### config.mk
export PLATFORM = sky130hd
export DESIGN_NAME = mram_bus_ctrl
export DESIGN_NICKNAME = d
export VERILOG_FILES = /design/src/rtl/mram_pkg.sv /design/src/rtl/mram_tcount.sv /design/src/rtl/mram_bus_ctrl.sv
export SDC_FILE = /design/constraint.sdc
export NUM_CORES = 1
export LEC_CHECK = 0
export CAP_MARGIN = 20
export CORE_MARGIN = 2
export CORE_UTILIZATION = 49
export CTS_CLUSTER_DIAMETER = 60
export CTS_CLUSTER_SIZE = 14
export DETAILED_ROUTE_END_ITERATION = 8
export PLACE_DENSITY = 0.87
export SETUP_SLACK_MARGIN = 0.2
export SYNTH_ARGS = -nofsm -noshare
export SYNTH_HDL_FRONTEND = slang
export SYNTH_SLANG_ARGS = --single-unit
### constraint.sdc
create_clock -name SIM_CLK -period 6.4 [get_ports SIM_CLK]
set_clock_uncertainty 0.15 [all_clocks]
set_input_delay 1.6 -clock SIM_CLK [delete_from_list [all_inputs] [get_ports SIM_CLK]]
set_output_delay 1.6 -clock SIM_CLK [all_outputs]
set_load 0.05 [all_outputs]
### src/rtl/mram_pkg.sv
// Shared state type, widths and timing defaults for the MRAM bus controller.
package mram_pkg;

  localparam int unsigned ADDR_W     = 12;
  localparam int unsigned DATA_W     = 16;
  localparam int unsigned DEV_ADDR_W = 16;
  localparam int unsigned TCNT_W     = 4;

  localparam int unsigned T_ACC_DEF = 4;
  localparam int unsigned T_SU_DEF  = 4;
  localparam int unsigned T_HLD_DEF = 2;

  typedef enum logic [2:0] {
    IDLE,
    RD_ACC,
    RD_DONE,
    WR_SU,
    WR_PULSE,
    WR_HLD,
    TURN
  } mram_state_e;

  // A phase of N cycles is timed by loading N-1 and leaving when the timer reads zero.
  function automatic logic [TCNT_W-1:0] phase_load(input int unsigned cycles);
    return TCNT_W'(cycles - 1);
  endfunction

endpackage

### src/rtl/mram_tcount.sv
// Phase timer: loads a cycle count, decrements to zero and flags zero.
module mram_tcount
  import mram_pkg::*;
(
  input  logic              i_clk,
  input  logic              i_rst,
  input  logic              i_load,
  input  logic [TCNT_W-1:0] i_load_val,
  output logic              o_zero
);

  logic [TCNT_W-1:0] r_cnt;

  always_ff @(posedge i_clk) begin
    if (i_rst) begin
      r_cnt <= '0;
    end else if (i_load) begin
      r_cnt <= i_load_val;
    end else if (r_cnt != '0) begin
      r_cnt <= r_cnt - TCNT_W'(1);
    end
  end

  assign o_zero = (r_cnt == '0);

endmodule

### src/rtl/mram_bus_ctrl.sv
// Request/response front end driving an asynchronous MRAM with programmable
// setup, strobe and hold phases; every device-facing output is registered.
module mram_bus_ctrl
  import mram_pkg::*;
#(
  parameter int unsigned T_ACC = T_ACC_DEF,
  parameter int unsigned T_SU  = T_SU_DEF,
  parameter int unsigned T_HLD = T_HLD_DEF
) (
  input  logic                  SIM_CLK,
  input  logic                  SIM_RST,
  input  logic                  req_valid,
  output logic                  req_ready,
  input  logic                  req_write,
  input  logic [ADDR_W-1:0]     req_addr,
  input  logic [DATA_W-1:0]     req_wdata,
  input  logic [1:0]            req_be,
  output logic                  resp_valid,
  output logic [DATA_W-1:0]     resp_rdata,
  output logic                  mram_e_n,
  output logic                  mram_g_n,
  output logic                  mram_w_n,
  output logic                  mram_lb_n,
  output logic                  mram_ub_n,
  output logic [DEV_ADDR_W-1:0] mram_addr,
  output logic [DATA_W-1:0]     mram_dq_out,
  output logic                  mram_dq_oe,
  input  logic [DATA_W-1:0]     mram_dq_in,
  output logic                  busy
);

  mram_state_e       r_state;
  logic [DATA_W-1:0] r_cap;
  logic              w_load;
  logic [TCNT_W-1:0] w_load_val;
  logic              w_zero;

  // The timer is reloaded on the same edge that enters the phase it times;
  // IDLE keeps it primed for whichever access might be accepted next.
  always_comb begin
    w_load     = 1'b0;
    w_load_val = '0;
    unique case (r_state)
      IDLE: begin
        w_load     = 1'b1;
        w_load_val = req_write ? phase_load(T_SU) : phase_load(T_ACC);
      end
      WR_SU: begin
        w_load     = w_zero;
        w_load_val = phase_load(T_ACC);
      end
      WR_PULSE: begin
        w_load     = w_zero;
        w_load_val = phase_load(T_HLD);
      end
      default: ;
    endcase
  end

  mram_tcount u_tcount (
    .i_clk      (SIM_CLK),
    .i_rst      (SIM_RST),
    .i_load     (w_load),
    .i_load_val (w_load_val),
    .o_zero     (w_zero)
  );

  always_ff @(posedge SIM_CLK) begin
    if (SIM_RST) begin
      r_state     <= IDLE;
      r_cap       <= '0;
      req_ready   <= 1'b1;
      busy        <= 1'b0;
      resp_valid  <= 1'b0;
      resp_rdata  <= '0;
      mram_e_n    <= 1'b1;
      mram_g_n    <= 1'b1;
      mram_w_n    <= 1'b1;
      mram_lb_n   <= 1'b1;
      mram_ub_n   <= 1'b1;
      mram_addr   <= '0;
      mram_dq_out <= '0;
      mram_dq_oe  <= 1'b0;
    end else begin
      resp_valid <= 1'b0;
      unique case (r_state)
        IDLE: begin
          if (req_valid) begin
            req_ready <= 1'b0;
            busy      <= 1'b1;
            mram_e_n  <= 1'b0;
            mram_addr <= DEV_ADDR_W'(req_addr);
            if (req_write) begin
              r_state     <= WR_SU;
              mram_dq_out <= req_wdata;
              mram_dq_oe  <= 1'b1;
              mram_lb_n   <= ~req_be[0];
              mram_ub_n   <= ~req_be[1];
            end else begin
              r_state   <= RD_ACC;
              mram_g_n  <= 1'b0;
              mram_lb_n <= 1'b0;
              mram_ub_n <= 1'b0;
            end
          end
        end
        RD_ACC: begin
          if (w_zero) begin
            r_state   <= RD_DONE;
            r_cap     <= mram_dq_in;
            mram_e_n  <= 1'b1;
            mram_g_n  <= 1'b1;
            mram_lb_n <= 1'b1;
            mram_ub_n <= 1'b1;
          end
        end
        RD_DONE: begin
          r_state    <= TURN;
          resp_valid <= 1'b1;
          resp_rdata <= r_cap;
        end
        WR_SU: begin
          if (w_zero) begin
            r_state  <= WR_PULSE;
            mram_w_n <= 1'b0;
          end
        end
        WR_PULSE: begin
          if (w_zero) begin
            r_state  <= WR_HLD;
            mram_w_n <= 1'b1;
          end
        end
        WR_HLD: begin
          if (w_zero) begin
            r_state    <= TURN;
            mram_e_n   <= 1'b1;
            mram_lb_n  <= 1'b1;
            mram_ub_n  <= 1'b1;
            mram_dq_oe <= 1'b0;
          end
        end
        TURN: begin
          r_state   <= IDLE;
          req_ready <= 1'b1;
          busy      <= 1'b0;
        end
        default: r_state <= IDLE;
      endcase
    end
  end

endmodule

# Word-level counts from Yosys, hierarchy flattened
# Index checks and enable logic that the tools add are counted.
op_classes:
  n_addsub: 1
  eq_ne: 14
  n_mux: 32
  bitwise_logic: 2
  reduce_logical: 21
ops:
  columns: ["operator", "n"]
  rows:
  - ["$pmux 1 s2", 9]
  - ["$pmux 3 s6", 1]
  - ["$mux 3", 5]
  - ["$mux 1", 13]
  - ["$reduce_bool 2->1", 6]
  - ["$ne 2x1->1 const B", 5]
  - ["$eq 3x3->1 const B", 3]
  - ["$reduce_and 3->1", 3]
  - ["$mux 4", 2]
  - ["$reduce_and 4->1", 2]
  - ["$eq 3x2->1 const B", 2]
  - ["$ne 2x2->1 const B", 3]
  - ["$reduce_and 2->1", 3]
  - ["$reduce_or 2->1", 3]
  - ["$reduce_and 5->1", 1]
  - ["$logic_not 4->1", 1]
  - ["$pmux 2 s2", 1]
  - ["$reduce_bool 4->1", 1]
  - ["$sub 4x1->4 const B", 1]
  - ["$eq 3x1->1 const B", 1]
  - ["$logic_not 3->1", 1]
  - ["$mux 2", 1]
  - ["$not 1->1", 2]
totals:
  reg_bits: 76
  out_inout_bits: 57
  elab_cells: 85

# Logic depth before layout (Yosys ltp)
logic_depth:
  word_depth: 4
  depth_mapped: 7
  mapped_depth_nobuf: 5

# Cells and area by module
# Synthesis repeated with hierarchy kept, for this count alone.
unflattened:
  cells_unflattened: 349
  area_unflattened_um2: 3083.0
modules_own_cells:
  columns: ["module", "instances", "cells_each", "area_each_um2", "seq_area_each_um2"]
  rows:
  - ["mram_bus_ctrl", 1, 325, 2854.0, 1441.4]
  - ["mram_tcount", 1, 24, 229.0, 80.1]

# Least setup slack after synthesis
# Ideal clock, no wire load.
synth_path:
  path_kind: "input to register"
  from: "input port req_valid"
  to: "register mram_dq_out[10]"
  setup_ns: 0.132
  t_arrival_ns: 2.542
  required_time_ns: 6.118
  slack_ns: 3.575
  cell_stages: 5
  cell_sequence: "or4b_1 > clkbuf_1 > clkbuf_1 > o21ai_0 > a21oi_1"
synth_between:
  elab_chain_len: 1
synth_lines:
  columns: ["item", "line", "rtl"]
  rows:
  - ["start, declared", "mram_bus_ctrl.sv:12", "input logic req_valid,"]
  - ["$reduce_and 3->1 (no line)", null, null]
  - ["end signal, assigned", "mram_bus_ctrl.sv:95", "mram_dq_out <= req_wdata;"]
  - ["end, declared", "mram_bus_ctrl.sv:26", "output logic [DATA_W-1:0] mram_dq_out,"]
# No other way between the ends.
# A chain may end at the register's enable or synchronous reset.

# Final worst setup path
layout_path:
  from: "input port req_valid"
  to: "register mram_dq_out[3]"
# Same word-level chain as after synthesis.

==> impl_metrics.json <==
{
  "viasPerCell": 5.21,
  "dp.cells": 494,
  "hpwl_mm": 4.69,
  "antenna_cells": 0,
  "cts-root-buf": "clkbuf_8",
  "crit_type": "input port to register",
  "start_kind": "input port",
  "pin_count": 107,
  "cp.depth": 4,
  "pwr-share-clk_pct": 22.5,
  "fin_setup_tns_ns": 0,
  "die-width_um": 83.9,
  "switching_share_pct": 39.4,
  "synthMuxAreaShare_pct": 10.9,
  "p_comb_share_pct": 41.0,
  "setup_violations": 0,
  "ys.flop_type": "dfxtp_1",
  "crit_family": "simple AND/OR/NAND/NOR gates",
  "hold_ws_ns": 0.300,
  "gp_congestion": 0.732,
  "portBuffers": 102,
  "syn_area_per_cell_um2": 9.22,
  "max_freq_mhz": 290,
  "place_area_um2": 4140,
  "drive_gt1_share_pct": 10.2,
  "power.leakage_uw": 0.00157,
  "slowest_delay_ns": 0.90,
  "synth_cell_types": 42,
  "dr.first_iter.drc_count": 91,
  "r2r-start": "r_state[2]",
  "clockBufferDepth": 2,
  "grt_max_degree": 92,
  "synth_fa_ha_area_share_pct": 0.800,
  "cp-startpoint": "req_valid",
  "grt_pass1_wl_mm": 11.4,
  "clk_pin_slew_ns": 0.08,
  "cp.arrival_ns": 3.49,
  "status": "completed",
  "first_pass_iters": 5,
  "rrSetupSlack_ns": 4.11,
  "final_max_slew_viol_count": 0,
  "reg2reg_depth": 3,
  "fin_nets": 480,
  "instances_no_fill": 510,
  "syn2layout_area_growth_pct": 39.3,
  "required_ns": 6.44,
  "post_cts_buffers": 0,
  "vias": 2655,
  "async_reset_ff_share_pct": 0,
  "ctsResizeCount": 0,
  "min_period_over_period_pct": 54.0,
  "endpoint_kind": "register",
  "fillers": 510,
  "tightest_slew_ns": 0.965,
  "synthSimpleGateAreaFrac_pct": 20.8,
  "period_minus_slack_ns": 3.45,
  "start_util_pct": 49.8,
  "layout_commonest_cell": "clkdlybuf4s50_1",
  "routedWlPerCell_um": 13.6,
  "synth_seq_area_share_pct": 48.7,
  "synthCells": 339,
  "core_um2": 6280,
  "synth_seq_cells": 76,
  "endpoint": "mram_dq_out[3]",
  "synth_edf_count": 0,
  "internal_power_uw": 1060,
  "antenna_found_initial": 0,
  "rsz0062_at_grt": "false",
  "path_max_fanout": 33,
  "htreeDepth": 3,
  "netlist_area_um2": 3130,
  "die_area_um2": 7040,
  "track_usage_pct": 19.8,
  "crit_chain": "clkdlybuf4s50_1 > or4b_1 > o21ai_0 > a21oi_1",
  "grt_overflow": 0,
  "drc": 0,
  "critPathBufInv": 1,
  "p_per_area_nw_per_um2": 402,
  "finalWirelength_mm": 6.95,
  "synth_warnings": 0,
  "insertion_delay_ns": 0.34,
  "grt_pass1_vias": 2519,
  "synth_xor_area_share_pct": 0.560,
  "r2r_end": "mram_dq_out[3]",
  "die_y_um": 83.9,
  "hold_path_class": "register to register",
  "p_switching_uw": 691,
  "seqPwrFrac_pct": 36.5,
  "maxCapViolCount": 0,
  "stdcell_area_um2": 4350,
  "holdBufCountCts": 0,
  "crit_slowest_cell": "or4b_1",
  "synth_compound_area_share_pct": 12.5,
  "slew-limit-headroom_pct": 35.7,
  "finish.utilization_pct": 69.4,
  "cts_tree": "built",
  "synth_top_family_by_area": "simple AND/OR/NAND/NOR gates",
  "cts_made_buffers": 9,
  "hold_violations": 0,
  "cts.sinks": 76,
  "mostFrequentLayoutCells": "clkdlybuf4s50_1 (101), dfxtp_1 (76), a21oi_1 (35)",
  "detail-route-antenna-nets": 0,
  "ir_worst_vdd_v": 0.000232,
  "rows": 29
}
==> power groups by stage <==
stage / Sequential (uW) / Clock (uW) / Combinational [uW]
2_1_floorplan: 799 / 0 / 375
3_3_place_gp: 644 / 0 / 705
3_5_place_dp: 651 / 0 / 720
4_1_cts: 641 / 403 / 723
5_1_grt: 655 / 424 / 775
6_report: 640 / 394 / 718
==> final cells by class <==
type	instances	area, um2	share of cell area, %
Clock buffer	10	128	2.93
Clock inverter	6	86.3	1.98
Inverter	6	22.5	0.517
Multi-Input combinational cell	229	1450	33.4
Sequential cell	76	1520	34.9
Tap cell	77	96.3	2.21
Timing Repair Buffer	106	1050	24.0
==> per-stage QoR <==
stage | setup WS (ns) | power [uW]
floorplan | 3.58 | 1170
CTS | 2.98 | 1770
global placement | 2.71 | 1350
finish | 2.95 | 1750
global route | 2.82 | 1850
detailed placement | 2.61 | 1370
==> cell usage after synthesis (2+ instances only) <==
master	count	area share, %
buf_2	4	0.64
nor2b_1	3	0.60
inv_1	6	0.72
ha_1	2	0.80
o21ai_0	20	3.2
nor3b_1	2	0.48
or2b_1	2	0.48
a311oi_1	2	0.56
xnor2_1	2	0.56
buf_6	2	0.72
o311ai_0	2	0.56
mux2i_1	33	11
or2b_2	16	4.5
nor3_1	3	0.48
a21oi_1	35	5.6
nor2_1	20	2.4
dfxtp_1	76	49
nand2_1	34	4.1
nand3_1	16	2.6
nand2b_1	15	3.0
buf_4	4	0.96
clkbuf_1	20	2.4
==> cell families after synthesis <==
kind of cell / Yosys count
muxes: 34
xor gates and xnor gates: 2
buffers and inverters: 37
AOI/OAI and AO/OA: 69
and+or+nand+nor: 118
other: 1
adders and majority gates: 2
DFF: 76
==> worst reg2reg max path, cell delays in order (launching register included) <==
cell and delay (ns):
dfxtp_1 0.50, or4b_1 1.04, o21ai_0 0.36, a21oi_1 0.10
==> worst min path at each step <==
stage          cells after the start  slack, ns          start            end
6_report                           2       0.30       mram_e_n       mram_e_n
5_1_grt                            2       0.33  mram_addr[10]  mram_addr[10]
4_1_cts                            2       0.30       mram_e_n       mram_e_n
3_5_place_dp                       2       0.29       mram_e_n       mram_e_n
3_3_place_gp                       2       0.28       mram_e_n       mram_e_n
2_1_floorplan                      2       0.30       r_cap[0]       r_cap[0]
==> metal layers <==
metal	track usage, %	up-vias	routed length (um)
met5	0	-	0
met4	10.4	0	184
met3	5.24	20	517
met2	32.1	100	3260
met1	24.1	1216	2980
li1	-	1319	-
==> registers in the layout, summed over array words and instances, names as in the netlist, 3 cells and up <==
signal and count:
mram_dq_out 16, r_cap 16, resp_rdata 16, mram_addr 12, u_tcount.r_cnt 4, r_state 3
Power figures use the tool's default switching activity.
